## src/rtl/sme_pkg.sv

```systemverilog
// Shared types and limits for the SME job scheduler: FSM states, per-job
// character limits and the pattern metacharacters the engine understands.
package sme_pkg;

  typedef enum logic [1:0] {
    IDLE,
    LOAD,
    WAIT,
    RESP
  } sme_state_e;

  localparam int unsigned STR_MAX = 32;
  localparam int unsigned PAT_MAX = 8;

  localparam logic [7:0] CH_HAT    = 8'h5E;
  localparam logic [7:0] CH_DOT    = 8'h2E;
  localparam logic [7:0] CH_DOLLAR = 8'h24;

endpackage

```

## src/rtl/sme_job_sched_if.sv

```systemverilog
// Link between the job scheduler and the shared match engine.
interface sme_job_sched_if;

  logic [7:0] eng_chardata;
  logic       eng_isstring;
  logic       eng_ispattern;
  logic       eng_valid;
  logic       eng_match;
  logic [4:0] eng_match_index;

  modport master (
    output eng_chardata, eng_isstring, eng_ispattern,
    input  eng_valid, eng_match, eng_match_index
  );

  modport slave (
    input  eng_chardata, eng_isstring, eng_ispattern,
    output eng_valid, eng_match, eng_match_index
  );

endinterface

```

## src/rtl/sme_rr_arb.sv

```systemverilog
// Two-way round-robin pick; the requester after the last served one wins a tie.
module sme_rr_arb (
  input  logic       clk,
  input  logic       reset,
  input  logic [1:0] req,
  input  logic       upd,
  input  logic       served_idx,
  output logic [1:0] pick
);

  // index of the requester that wins when both are asking
  logic prio;

  always_ff @(posedge clk or negedge reset) begin
    if (!reset) begin
      prio <= 1'b0;
    end else if (upd) begin
      prio <= ~served_idx;
    end
  end

  always_comb begin
    pick = '0;
    if (req[prio]) begin
      pick[prio] = 1'b1;
    end else if (req[~prio]) begin
      pick[~prio] = 1'b1;
    end
  end

endmodule

```

## src/rtl/sme_job_sched.sv

```systemverilog
// Shares one match engine between two requesters, one job at a time.
// Optional WAIT-state watchdog: define SME_JOB_SCHED_TIMEOUT_EN.
module sme_job_sched
  import sme_pkg::*;
#(
  parameter int unsigned TIMEOUT_CYCLES = 64
) (
  input  logic            clk,
  input  logic            reset,
  input  logic [1:0]      req,
  input  logic [15:0]     req_chardata,
  input  logic [1:0]      req_isstring,
  input  logic [1:0]      req_ispattern,
  input  logic [1:0]      req_last,
  output logic [1:0]      gnt,
  sme_job_sched_if.master eng,
  output logic [1:0]      rsp_valid,
  output logic            rsp_match,
  output logic [4:0]      rsp_index,
  output logic            rsp_err
);

  sme_state_e state, state_nx;

  logic [5:0] str_cnt;
  logic [3:0] pat_cnt;
  logic       err_flag;
  logic [1:0] pick;
  logic [7:0] eng_cd;
  logic       eng_s, eng_p;

  logic       gidx, c_req, c_s, c_p, c_l;
  logic [7:0] c_d;
  logic       gap, str_ovf, pat_ovf, fwd, load_err, load_done, tmo;

  sme_rr_arb u_arb (
    .clk        (clk),
    .reset      (reset),
    .req        (req),
    .upd        (state == RESP),
    .served_idx (gidx),
    .pick       (pick)
  );

  // Any LOAD cycle that is not a usable character ends the job, since the
  // engine starts comparing on the first idle input cycle.
  always_comb begin
    gidx      = gnt[1];
    c_req     = req[gidx];
    c_s       = req_isstring[gidx];
    c_p       = req_ispattern[gidx];
    c_l       = req_last[gidx];
    c_d       = gidx ? req_chardata[15:8] : req_chardata[7:0];
    gap       = !c_req || !(c_s || c_p) || (c_l && !c_p);
    str_ovf   = c_s && (str_cnt == 6'(STR_MAX));
    pat_ovf   = c_p && (pat_cnt == 4'(PAT_MAX));
    fwd       = !gap && !str_ovf && !pat_ovf;
    load_err  = gap || str_ovf || pat_ovf || (c_p && !c_s && (str_cnt == '0));
    load_done = gap || (c_l && c_p);
  end

`ifdef SME_JOB_SCHED_TIMEOUT_EN
  localparam int unsigned WCW = $clog2(TIMEOUT_CYCLES + 1);
  logic [WCW-1:0] wait_cnt;

  always_ff @(posedge clk or negedge reset) begin
    if (!reset) begin
      wait_cnt <= '0;
    end else if (state == WAIT) begin
      wait_cnt <= wait_cnt + 1'b1;
    end else begin
      wait_cnt <= '0;
    end
  end

  assign tmo = (state == WAIT) && !eng.eng_valid && (wait_cnt == WCW'(TIMEOUT_CYCLES - 1));
`else
  assign tmo = 1'b0;
`endif

  always_ff @(posedge clk or negedge reset) begin
    if (!reset) begin
      state <= IDLE;
    end else begin
      state <= state_nx;
    end
  end

  always_comb begin
    state_nx  = state;
    rsp_valid = '0;
    rsp_err   = 1'b0;
    unique case (state)
      IDLE: if (|req) state_nx = LOAD;
      LOAD: if (load_done) state_nx = WAIT;
      WAIT: if (eng.eng_valid || tmo) state_nx = RESP;
      RESP: begin
        state_nx  = IDLE;
        rsp_valid = gnt;
        rsp_err   = err_flag;
      end
      default: state_nx = IDLE;
    endcase
  end

  always_ff @(posedge clk or negedge reset) begin
    if (!reset) begin
      gnt       <= '0;
      str_cnt   <= '0;
      pat_cnt   <= '0;
      err_flag  <= 1'b0;
      eng_cd    <= '0;
      eng_s     <= 1'b0;
      eng_p     <= 1'b0;
      rsp_match <= 1'b0;
      rsp_index <= '0;
    end else begin
      eng_cd <= '0;
      eng_s  <= 1'b0;
      eng_p  <= 1'b0;
      case (state)
        IDLE: if (|req) begin
          gnt      <= pick;
          str_cnt  <= '0;
          pat_cnt  <= '0;
          err_flag <= 1'b0;
        end
        LOAD: begin
          if (fwd) begin
            eng_cd <= c_d;
            eng_s  <= c_s;
            eng_p  <= c_p;
            if (c_s) str_cnt <= str_cnt + 1'b1;
            if (c_p) pat_cnt <= pat_cnt + 1'b1;
          end
          if (load_err) err_flag <= 1'b1;
        end
        WAIT: if (eng.eng_valid) begin
          rsp_match <= eng.eng_match;
          rsp_index <= eng.eng_match_index;
        end else if (tmo) begin
          rsp_match <= 1'b0;
          rsp_index <= '0;
          err_flag  <= 1'b1;
        end
        RESP: gnt <= '0;
        default: ;
      endcase
    end
  end

  assign eng.eng_chardata  = eng_cd;
  assign eng.eng_isstring  = eng_s;
  assign eng.eng_ispattern = eng_p;

endmodule

```

## src/flat_wrapper.sv

```systemverilog
// flat-port wrapper written by rule: the top's interface ports become plain ports
module sme_job_sched_flat import sme_pkg::*;
#(
  parameter int unsigned TIMEOUT_CYCLES = 64
)
  (clk, reset, req, req_chardata, req_isstring, req_ispattern, req_last, gnt, rsp_valid, rsp_match, rsp_index, rsp_err, eng_eng_chardata, eng_eng_isstring, eng_eng_ispattern, eng_eng_valid, eng_eng_match, eng_eng_match_index);
  sme_job_sched_if eng_i ();
  input  logic clk;
  input  logic reset;
  input  logic [1:0] req;
  input  logic [15:0] req_chardata;
  input  logic [1:0] req_isstring;
  input  logic [1:0] req_ispattern;
  input  logic [1:0] req_last;
  output logic [1:0] gnt;
  output logic [1:0] rsp_valid;
  output logic rsp_match;
  output logic [4:0] rsp_index;
  output logic rsp_err;
  output wire logic [$bits(eng_i.eng_chardata)-1:0] eng_eng_chardata;
  output wire logic [$bits(eng_i.eng_isstring)-1:0] eng_eng_isstring;
  output wire logic [$bits(eng_i.eng_ispattern)-1:0] eng_eng_ispattern;
  input wire logic [$bits(eng_i.eng_valid)-1:0] eng_eng_valid;
  input wire logic [$bits(eng_i.eng_match)-1:0] eng_eng_match;
  input wire logic [$bits(eng_i.eng_match_index)-1:0] eng_eng_match_index;
  assign eng_eng_chardata = eng_i.eng_chardata;
  assign eng_eng_isstring = eng_i.eng_isstring;
  assign eng_eng_ispattern = eng_i.eng_ispattern;
  assign eng_i.eng_valid = eng_eng_valid;
  assign eng_i.eng_match = eng_eng_match;
  assign eng_i.eng_match_index = eng_eng_match_index;
  sme_job_sched #(.TIMEOUT_CYCLES(TIMEOUT_CYCLES)) u_core (.clk(clk), .reset(reset), .req(req), .req_chardata(req_chardata), .req_isstring(req_isstring), .req_ispattern(req_ispattern), .req_last(req_last), .gnt(gnt), .eng(eng_i), .rsp_valid(rsp_valid), .rsp_match(rsp_match), .rsp_index(rsp_index), .rsp_err(rsp_err));
endmodule
```

## config.mk

```make
export PLATFORM = sky130hd
export DESIGN_NAME = sme_job_sched_flat
export DESIGN_NICKNAME = d
export VERILOG_FILES = /design/src/rtl/sme_pkg.sv /design/src/rtl/sme_job_sched_if.sv /design/src/rtl/sme_rr_arb.sv /design/src/rtl/sme_job_sched.sv /design/src/flat_wrapper.sv
export SDC_FILE = /design/constraint.sdc
export NUM_CORES = 1
export LEC_CHECK = 0
export ABC_AREA = 1
export CAP_MARGIN = 30
export CORE_AREA = 4 4 126 68
export DETAILED_ROUTE_END_ITERATION = 10
export DIE_AREA = 0 0 130 72
export PLACE_DENSITY_LB_ADDON = 0.12
export SLEW_MARGIN = 20
export SYNTH_ARGS = -nofsm -noshare
export SYNTH_HDL_FRONTEND = slang
export SYNTH_SLANG_ARGS = --single-unit
export TNS_END_PERCENT = 5
```

## constraint.sdc

```tcl
create_clock -name clk -period 2.1 [get_ports clk]
set_clock_uncertainty 0.05 [all_clocks]
set_input_delay 0.63 -clock clk [delete_from_list [all_inputs] [get_ports clk]]
set_output_delay 0.63 -clock clk [all_outputs]
set_load 0.01 [all_outputs]
```

# --- Word-level counts from Yosys, hierarchy flattened ---
# Index checks and enable logic that the tools add are counted.
classes:
  n_lt_le_gt_ge: 5
  add_sub_neg: 2
  n_eq_ne: 12
  n_reduce_logical: 35
  bitwise: 2
  muxes: 44
op_table:
  columns: ["operator", "n"]
  rows:
  - ["$mux 8", 3]
  - ["$mux 1", 21]
  - ["$mux 6", 3]
  - ["$mux 2", 7]
  - ["$mux 4", 3]
  - ["$ne 2x1->1 const B", 6]
  - ["$pmux 6 s2", 1]
  - ["$logic_and 1x1->1", 10]
  - ["$pmux 2 s4", 1]
  - ["$pmux 4 s2", 1]
  - ["$reduce_and 4->1", 2]
  - ["$logic_not 1->1", 7]
  - ["$logic_or 1x1->1", 7]
  - ["$add 6x1->6 const B", 1]
  - ["$eq 6x6->1 const B", 1]
  - ["$logic_not 6->1", 1]
  - ["$lt 1x2->1 const B", 3]
  - ["$reduce_and 3->1", 2]
  - ["$add 4x1->4 const B", 1]
  - ["$eq 2x2->1 const B", 2]
  - ["$eq 4x4->1 const B", 1]
  - ["$pmux 2 s2", 1]
  - ["$reduce_and 2->1", 2]
  - ["$reduce_bool 2->1", 2]
  - ["other kinds (8)", 11]
word_totals:
  elab_cells: 111
  in_bits: 33
  out_inout_bits: 21
  reg_bits: 32

# --- Logic depth before layout (Yosys ltp) ---
# Gate-level depths: netlist (run 1).
logic_depth:
  word_depth: 11
  ltp_mapped: 13
  depth_no_buf: 12

# --- Hierarchy ---
# From an unflattened synthesis (run 1), not the netlist that was laid out.
unflattened:
  cells_unflattened: 219
  area_unflattened_um2: 1804.2
modules_own_cells:
  columns: ["mod", "area_each_um2", "instances", "cells_per_inst", "seq_area_each_um2"]
  rows:
  - ["sme_job_sched", 1744.2, 1, 210, 775.7]
  - ["sme_rr_arb", 60.1, 1, 9, 25.0]

# --- Worst setup path before layout (run 1) ---
# OpenSTA, ideal clock, no wires.
synth_path:
  path_kind: "input-to-reg"
  from: "input port req_last[0]"
  to: "register u_core.pat_cnt[2]"
  cell_stages: 8
  setup_slack_ns: 0.485
  arrival_time_ns: 1.449
  path_buffers: 0
  setup_ns: 0.117
  required_ns: 1.933
  cell_sequence: "o21ai_0 nor2_2 nor2_2 nand2_2 nand2_1 nand2_1 nand2_1 nand2_1"
synth_via:
  elab_chain_len: 9
synth_rtl:
  columns: ["element", "line_no", "text"]
  rows:
  - ["start: declaration", "flat_wrapper.sv:14", "input logic [1:0] req_last;"]
  - ["$mux 1 (not written as such) (2 in series)", "sme_job_sched.sv:52", "c_l = req_last[gidx];"]
  - ["$logic_and 1x1->1", "sme_job_sched.sv:54", "gap = !c_req || !(c_s || c_p) || (c_l && !c_p);"]
  - ["$logic_or 1x1->1", "sme_job_sched.sv:54", null]
  - ["$logic_not 1->1", "sme_job_sched.sv:57", "fwd = !gap && !str_ovf && !pat_ovf;"]
  - ["$logic_and 1x1->1 (2 in series)", "sme_job_sched.sv:57", null]
  - ["$ne 2x1->1 (no line)", null, null]
  - ["$reduce_and 4->1 (no line)", null, null]
  - ["end signal: assignment", "sme_job_sched.sv:134", "if (c_p) pat_cnt <= pat_cnt + 1'b1;"]
  - ["end: declaration", "sme_job_sched.sv:26", "logic [3:0] pat_cnt;"]
# No other way between the ends. The select of a mux whose other input is x is not followed.
# A chain may end at the register's enable or synchronous reset.

# --- Worst setup path in the final report (run 1) ---
layout_path:
  from: "register u_core.state[1]"
  to: "output port rsp_valid[1]"
layout_via:
  elab_chain_len: 2
layout_rtl:
  columns: ["element", "line_no", "text"]
  rows:
  - ["start: declaration", "sme_job_sched.sv:23", "sme_state_e state, state_nx;"]
  - ["start signal: assignment", "sme_job_sched.sv:85", "state <= state_nx;"]
  - ["$eq 2x2->1", "sme_job_sched.sv:93", "unique case (state)"]
  - ["$mux 2", "sme_job_sched.sv:93", null]
  - ["end: declaration", "flat_wrapper.sv:16", "output logic [1:0] rsp_valid;"]
# No other way between the ends.

==> impl_metrics.yaml, run 1 <==
placed_design:
  placed_area_um2: 2511
  dpl.cell_count: 379
  dp_hpwl_mm: 3.484
  gp_congestion: 0.7268
  portBuffers: 53
  dp_slack_ps: -115.9
floorplan:
  io_pins: 54
  placementRows: 23
  die_height_um: 72
  die_w_um: 130
  core_um2: 7597
  dieArea_um2: 9360
  start_util_pct: 23.78
sta:
  maxSlewHeadroom_pct: 70.62
  period_needed_ps: 1945
  rsz0062_at_grt: "no"
  hold_ws_ps: 438.7
  worstMarginPinSlew_ps: 440.7
  finalCritPeriodShare_pct: 92.64
  slew_viol_final: 0
  setup_slack_ps: 154.6
  fmax_mhz: 514.0
  hold_viol_final: 0
  setup-violations-final: 0
global_route:
  grt_pass1_wl_mm: 7.431
  grt-ovfl-total: 0
  grt_use_total_pct: 10.55
  grt_max_degree: 33
  grt_pass1_vias: 1460
  antenna_found_initial: 0
clock_network:
  clkTransAtPathRegs_ps: 60
  h-tree-depth: 2
  cts.sinks: 32
  clk_path_buf_depth: 2
  cts-root-buf: "clkbuf_16"
  cts_buffers: 5
  clock_latency_ps: 280
  cts_tree: "yes"
  cts_hold_buf: 0
logic_synthesis:
  async_flop_share_pct: 100.0
  synthFlopType: "dfrtp_1"
  syn_area_per_cell_um2: 8.326
  synth_top_area_cell: "dfrtp_1"
  synth_nets: 258
  synth.distinct_cells: 23
  synth-seq-cells: 32
  synth_sequential_area_ratio_pct: 44.32
  synth_top_cells_by_count: "nand2_1 (72), dfrtp_1 (32), inv_1 (28)"
  synth.area.top_cells: "dfrtp_1 (44%), nand2_1 (15%), inv_1 (5.8%), ha_1 (5.5%), mux2_2 (3.7%)"
  syn_area_um2: 1807
  yosysWarningCount: 0
  syn_inst: 217
  synth_edf_count: 0
  synth_most_common_cell: "nand2_1"
  synth_top_area_share_pct: 44.32
setup_path:
  worstPathMaxFanout: 5
  reg2reg_from: "u_core.state[0]"
  cp.arrival_ps: 1270
  timing.rr.end: "u_core.pat_cnt[1]"
  start_kind: "register"
  end_kind: "output pin"
  cp.required_ps: 1420
  path_class: "register to output pin"
  critical_path.startpoint: "u_core.state[1]"
  reg2regPathDepth: 11
  r2r_slack_ps: 210
detailed_routing:
  drt-total-wl_mm: 4.630
  num_vias: 1512
  drc_errors: 0
  vias_per_cell: 3.897
  post_drt_wl_per_cell_um: 11.93
  postRouteAntennaNets: 0
  drt_iter0_markers: 63
  drt_first_pass_iters: 4
hold_path:
  hold_end: "u_core.pat_cnt[3]"
  min_path_cells: 2
  hold_class: "register to register"
  hold_start: "u_core.pat_cnt[3]"
finish:
  nets: 328
  regArea_um2: 800.8
  finish.instance_area_um2: 2694
  diodes: 0
  multi_input_area_um2: 848.3
  drive_gt1_share_pct: 15.63
  n_fill_cell: 792
  area_growth_pct: 49.10
  fin_cells: 388
pwr:
  swShare_pct: 35.38
  p_leak_nw: 1.350
  p_clk_share_pct: 27.7
  p_switching_mw: 1.062
  peakVddDrop_v: 0.0003321
  p_comb_share_pct: 43.1
  internal_power_mw: 1.939
  pwr-share-seq_pct: 29.2
  power.total_mw: 3.001
  powerDensity_nw_per_um2: 1114
job:
  maxCapViolations: 0
status:
  outcome: "completed"
[area by class of cell]
| cell class | instances | area share [%] |
|---|---|---|
| Sequential cell | 32 | 29.73 |
| Timing Repair Buffer | 68 | 23.83 |
| Tap cell | 100 | 4.645 |
| Clock inverter | 2 | 1.301 |
| Clock buffer | 6 | 4.784 |
| Inverter | 29 | 4.227 |
| Multi-Input combinational cell | 151 | 31.49 |
[cell usage in the layout, fill, tap and decap left out]
master,instances
a21oi_1,10
buf_4,15
bufinv_16,1
clkbuf_1,1
clkbuf_16,5
clkdlybuf4s50_1,49
clkinv_2,1
dfrtp_1,32
dlygate4sd2_1,3
dlymetal6s2s_1,1
ha_1,7
ha_4,1
inv_1,28
inv_6,1
mux2_2,6
nand2_1,72
nand2_2,7
nand2_4,3
nand3_1,11
nor2_1,14
nor2_2,2
nor2_4,1
nor2_8,2
nor3_1,1
nor3b_1,2
o2111ai_1,1
o21ai_0,6
o21ai_1,1
xor2_1,4
[state kept, by name, indices dropped and copies added (netlist names)]
| name | cells |
|---|---|
| u_core.state | 2 |
| u_core.rsp_index | 5 |
| u_core.eng.eng_chardata | 8 |
| u_core.gnt | 2 |
| u_core.pat_cnt | 4 |
| u_core.err_flag | 1 |
| u_core.u_arb.prio | 1 |
| u_core.rsp_match | 1 |
| u_core.eng.eng_ispattern | 1 |
| u_core.eng.eng_isstring | 1 |
| u_core.str_cnt | 6 |
[kinds of logic after synthesis]
| kind of cell | share of synthesized area (%) |
|---|---|
| AND/OR/NAND/NOR | 29.85 |
| multiplexers | 3.739 |
| XOR/XNOR | 1.939 |
| buffers and inverters | 9.418 |
| adder cells (fa/ha/maj) | 5.540 |
| AO/OA/AOI/OAI | 5.194 |
| flip-flops | 44.32 |
[repair_timing]
item / 4_1_cts / 5_1_grt
gates cloned: 0 / 0
endpoints found under the setup margin: 3 / 1
buffers inserted: 1 / 0
gates resized for setup: 5 / 1
pin swaps: 0 / 0
[routing by layer]
| metal | track usage, % | vias up | wire, um |
|---|---|---|---|
| li1 | - | 810 | - |
| met2 | 13.18 | 37 | 1613 |
| met3 | 4.118 | 8 | 348 |
| met4 | 4.493 | 0 | 74 |
| met1 | 15.71 | 657 | 2593 |
| met5 | 0 | - | 0 |
[worst max-delay path: stages, from the launching register on]
cell           delay, ps
dfrtp_1              410
ha_4                 190
nand2_1               60
inv_1                 40
dlygate4sd2_1        280
[power groups by stage]
| stage | sequential [mW] | combinational [mW] | clock, mW |
|---|---|---|---|
| after global placement | 0.882 | 1.30 | 0 |
| after CTS | 0.879 | 1.32 | 0.868 |
| after global routing | 0.899 | 1.45 | 0.891 |
| final | 0.876 | 1.29 | 0.831 |
| after floorplan | 0.913 | 0.751 | 0 |
| after detailed placement | 0.884 | 1.30 | 0 |
[metrics by stage]
stage	utilization, %	TNS [ps]
after global routing	35.46	0
after CTS	35.42	0
final	35.46	0
after detailed placement	33.05	-933.1
after floorplan	-	0
after global placement	33.05	-822.7
[worst max-delay path by stage]
stage | slack (ps) | end
finish | 150 | rsp_valid[1]
global route | 50 | u_core.pat_cnt[2]
CTS | 30 | gnt[1]
detailed placement | -120 | u_core.pat_cnt[1]
global placement | -100 | u_core.pat_cnt[3]
floorplan | 480 | u_core.pat_cnt[2]
Power figures use the tool's default switching activity.
==> run 2: changes to the inputs <==
--- a/config.mk
+++ b/config.mk
@@ -7,9 +7,10 @@
 export LEC_CHECK = 0
 export ABC_AREA = 1
 export CAP_MARGIN = 30
-export CORE_AREA = 4 4 126 68
+export CORE_AREA = 4 4 75 112
+export CTS_CLUSTER_DIAMETER = 50
 export DETAILED_ROUTE_END_ITERATION = 10
-export DIE_AREA = 0 0 130 72
+export DIE_AREA = 0 0 79 116
 export PLACE_DENSITY_LB_ADDON = 0.12
 export SLEW_MARGIN = 20
 export SYNTH_ARGS = -nofsm -noshare
==> run 2 against run 1 <==
  * Via count up 4.3%
  * Fmax down 4.4%
  * Hold slack worse by 110 ps
  * Cell area up 1.1%
  * Worst setup slack worse by 90 ps
  * Largest cell class unchanged
  * Largest power group unchanged
  * Highest routed layer unchanged
==> impl_metrics.yaml, run 2 (same netlist as run 1, synthesis figures left out) <==
clock_network:
  cts-root-buf: "clkbuf_16"
  h-tree-depth: 2
  clock_latency_ps: 270
  cts.sinks: 32
  cts_tree: "yes"
  clk_path_buf_depth: 2
  clkTransAtPathRegs_ps: 50
  cts_buffers: 5
pwr:
  p_switching_mw: 1.050
  internal_power_mw: 1.910
  swShare_pct: 35.48
  power.total_mw: 2.960
  p_clk_share_pct: 24.5
  peakVddDrop_v: 0.0005057
  powerDensity_nw_per_um2: 1087
  p_comb_share_pct: 45.6
  p_leak_nw: 1.361
  pwr-share-seq_pct: 29.9
floorplan:
  placementRows: 39
  die_w_um: 79
  die_height_um: 116
  core_um2: 7515
  io_pins: 54
  dieArea_um2: 9164
  start_util_pct: 24.04
setup_path:
  crit_chain: "buf_6, clkdlybuf4s50_1"
  reg2reg_from: "u_core.state[0]"
  cp.required_ps: 1420
  crit_slowest_cell: "clkdlybuf4s50_1"
  crit_family: "buffers and inverters"
  worstPathMaxFanout: 8
  max_stage_delay_ps: 530
  start_kind: "register"
  end_kind: "output pin"
  path_class: "register to output pin"
  crit_buf_inv: 2
  r2r_slack_ps: 260
  critical_path.startpoint: "u_core.gnt[1]"
  cp.arrival_ps: 1360
sta:
  fmax_mhz: 491.2
  worstMarginPinSlew_ps: 438.8
  hold_viol_final: 0
  setup-violations-final: 0
  period_needed_ps: 2036
  slew_viol_final: 0
  rsz0062_at_grt: "no"
  finalCritPeriodShare_pct: 96.94
  maxSlewHeadroom_pct: 70.74
  setup_slack_ps: 64.33
  hold_ws_ps: 332.4
status:
  outcome: "completed"
detailed_routing:
  drt-total-wl_mm: 4.453
  post_drt_wl_per_cell_um: 11.24
  drt_first_pass_iters: 2
  postRouteAntennaNets: 0
  drt_iter0_markers: 43
  drc_errors: 0
  vias_per_cell: 3.982
  num_vias: 1577
placed_design:
  portBuffers: 53
  dp_hpwl_mm: 3.460
  gp_congestion: 0.7248
  dp_slack_ps: -88.67
global_route:
  grt_pass1_wl_mm: 7.320
  grt_use_total_pct: 10.17
  grt-ovfl-total: 0
  grt_pass1_vias: 1527
  grt_max_degree: 33
  antenna_found_initial: 0
job:
  maxCapViolations: 0
finish:
  drive_gt1_share_pct: 18.37
  layout_commonest_cell: "nand2_1"
  area_growth_pct: 50.76
  largest_register_ffs: 8
  mostFrequentLayoutCells: "nand2_1 (72), clkdlybuf4s50_1 (49), dfrtp_1 (31)"
  n_fill_cell: 814
  nets: 334
  diodes: 0
hold_path:
  hold_class: "primary input to async pin"
run 2: cell types whose count changed in the layout (fill, tap and decap cells not counted), sizes merged:
cell          before  now
clkinv             1    2
bufinv             1    0
buf               15   22
dlymetal6s2s       1    0
run 2: power by group through the flow:
stage               Sequential, mW  Combinational, mW  Clock (mW)
global route                 0.911               1.51       0.788
floorplan                    0.913              0.751           0
finish                       0.885               1.35       0.726
CTS                          0.888               1.38       0.763
detailed placement           0.885               1.36           0
global placement             0.881               1.37           0
run 2: timing repair:
action	in CTS	in global routing
setup endpoints to repair	4	0
gates resized for setup	7	0
hold buffers	0	0
buffers inserted	1	0
run 2: worst paths after layout:
kind / to / cells past startpoint
setup / recovery: gnt[1] / 2
hold / removal: u_core.eng.eng_ispattern / 2
setup reg to reg: u_core.pat_cnt[2] / 12
hold reg to reg: u_core.pat_cnt[3] / 2
max in group asynchronous: u_core.gnt[1] / 2
min in group clk: u_core.pat_cnt[3] / 2
run 2: layer usage:
layer  global-route usage (%)  up-vias  share of wire, %
li1                         -      819                 -
met1                    11.22      715                40
met2                    18.28       38                53
met3                    2.333        5               5.2
met4                    4.817        0               2.2
met5                        0        -                 0
run 2: metrics by stage:
stage	setup TNS, ps	area, um2	utilization (%)	cells
3_5_place_dp	-879.9	2554	33.98	387
2_1_floorplan	0	1807	-	217
6_report	0	2724	36.25	396
3_3_place_gp	-730.2	2554	33.98	387
4_1_cts	0	2724	36.25	396
5_1_grt	0	2724	36.25	396
run 2: layout make-up:
class	instances	area, um2	share of cell area [%]
clock buffers	6	138.9	5.099
clock inverters	2	10.01	0.3675
inverters	29	113.9	4.180
multi-input cells	151	848.3	31.14
flip-flops and latches	32	802.0	29.44
well taps	102	127.6	4.685
repair buffers	74	683.2	25.08
==> run 3: changes to the inputs <==
--- a/config.mk
+++ b/config.mk
@@ -12,6 +12,7 @@
 export DETAILED_ROUTE_END_ITERATION = 10
 export DIE_AREA = 0 0 79 116
 export PLACE_DENSITY_LB_ADDON = 0.12
+export SKIP_LAST_GASP = 1
 export SLEW_MARGIN = 20
 export SYNTH_ARGS = -nofsm -noshare
 export SYNTH_HDL_FRONTEND = slang
==> run 3 against run 2 <==
  * The flow now finishes with violations (setup timing)
  * Flip-flop and latch count stayed put
  * Hold slack hardly changed
  * Routed wire length is 0.11% higher
  * Sequential share of layout area hardly changed
  * Worst setup slack worse by 88 ps
  * First-iteration DRC count stayed put
  * Cell count stayed put
  * Die area stayed put
  * Via count stayed put
  * Power hardly changed
  * Utilization stayed put
  * Sequential power hardly changed
  * Critical path type unchanged
  * Highest routed layer unchanged
==> impl_metrics.yaml, run 3 (same netlist as run 1, synthesis figures left out) <==
detailed_routing:
  wl_met3_um: 233
  wl_met2_mm: 2.360
  drt-total-wl_mm: 4.458
  postRouteAntennaNets: 0
  post_drt_wl_per_cell_um: 11.26
  top_layer: "met4"
  num_vias: 1577
  vias_per_cell: 3.982
  drc_errors: 0
  m1WireLength_mm: 1.764
  drt_first_pass_iters: 2
  drt_iter0_markers: 43
clock_network:
  clock_latency_ps: 270
  cts_buffers: 5
  clk_path_buf_depth: 2
  cts-root-buf: "clkbuf_16"
  cts_tree: "yes"
  cts_hold_buf: 0
  h-tree-depth: 2
  clkTransAtPathRegs_ps: 50
  cts.sinks: 32
finish:
  fin_util_pct: 36.25
  largest_register_ffs: 8
  drive_gt1_share_pct: 18.03
  multi_input_area_um2: 848.3
  area_growth_pct: 50.76
  finish.instance_area_um2: 2724
  n_fill_cell: 813
  layout_commonest_cell: "nand2_1"
  regArea_um2: 800.8
  mostFrequentLayoutCells: "nand2_1 (72), clkdlybuf4s50_1 (50), dfrtp_1 (32)"
  diodes: 0
  nets: 334
placed_design:
  dp_hpwl_mm: 3.460
  dp_slack_ps: -88.67
  gp_congestion: 0.7248
  placed_area_um2: 2554
  portBuffers: 53
setup_path:
  end_kind: "output pin"
  r2r_slack_ps: 260
  cp.arrival_ps: 1440
  cp.required_ps: 1420
  start_kind: "register"
  worstPathMaxFanout: 5
  reg2regPathDepth: 13
  path_class: "register to output pin"
job:
  maxCapViolations: 0
sta:
  setup_slack_ps: -23.65
  finalCritPeriodShare_pct: 101.1
  fmax_mhz: 470.9
  slew_viol_final: 0
  setup-violations-final: 2
  maxSlewHeadroom_pct: 70.74
  rsz0062_at_grt: "yes"
  hold_viol_final: 0
  worstMarginPinSlew_ps: 438.9
  period_needed_ps: 2124
pwr:
  p_leak_nw: 1.370
  peakVddDrop_v: 0.0005057
  powerDensity_nw_per_um2: 1086
status:
  violations: "setup timing"
  outcome: "complete, but fails checks"
hold_path:
  hold_class: "primary input to async pin"
global_route:
  antenna_found_initial: 0
  grt_pass1_vias: 1527
  grt_max_degree: 33
  grt_use_total_pct: 10.17
  grt-ovfl-total: 0
  grt_pass1_wl_mm: 7.320
floorplan:
  core_um2: 7515
  io_pins: 54
  placementRows: 39
  start_util_pct: 24.04
  die_w_um: 79
  die_height_um: 116
  dieArea_um2: 9164
==> run 3: cell types whose count changed in the layout (fill, tap and decap cells not counted) <==
| cell | previous run | this run |
|---|---|---|
| dlygate4sd2_1 | 3 | 1 |
| clkdlybuf4s50_1 | 49 | 50 |
| buf_4 | 20 | 21 |
| buf_6 | 1 | 0 |
| dfrtp_2 | 1 | 0 |
| dlymetal6s2s_1 | 0 | 1 |
| dfrtp_1 | 31 | 32 |
==> run 3: worst max-delay path, cell delays in order (launching register included) <==
cell	delay, ps
dfrtp_1	380
ha_4	170
nand2_1	50
inv_1	40
clkdlybuf4s50_1	520
==> run 3: final cells by class <==
class / count / share of cell area [%]
multi-input cells: 151 / 31.14
inverters: 29 / 4.180
clock buffers: 6 / 5.099
flip-flops and latches: 32 / 29.40
clock inverters: 2 / 0.3675
repair buffers: 74 / 25.13
well taps: 102 / 4.685
==> run 3: power by group <==
group	switching, mW	internal, mW
Combinational	0.684	0.667
Sequential	0.106	0.776
Clock	0.259	0.467
Total	1.05	1.91
==> run 3: what timing repair did <==
action                                  in CTS  in global routing
gates resized for setup                      3                  1
endpoints found under the setup margin       4                  3
buffers inserted                             1                  0
==> run 3: metrics by stage <==
step	total power [mW]	cells	TNS [ps]	hold WS, ps
2_1_floorplan	1.664	217	0	284.4
3_3_place_gp	2.250	387	-730.2	411.3
3_5_place_dp	2.247	387	-879.9	410.2
4_1_cts	3.034	396	-122.8	356.1
5_1_grt	3.205	396	-155.4	379.7
6_report	2.958	396	-26.53	332.4
==> run 3: per-layer routing <==
metal	global-route usage, %	vias to the layer above
li1	-	819
met1	11.22	715
met2	18.28	38
met3	2.333	5
met4	4.817	0
met5	0	-
==> run 3: path summary, 6_finish.rpt <==
path | end | startpoint
worst max-delay path | rsp_err | u_core.state[0]
worst min-delay path | u_core.eng.eng_ispattern | reset
worst max register to register | u_core.state[0] | u_core.gnt[1]
worst min register to register | u_core.pat_cnt[3] | u_core.pat_cnt[3]
max in group asynchronous | u_core.err_flag | reset
min in group clk | u_core.pat_cnt[3] | u_core.pat_cnt[3]
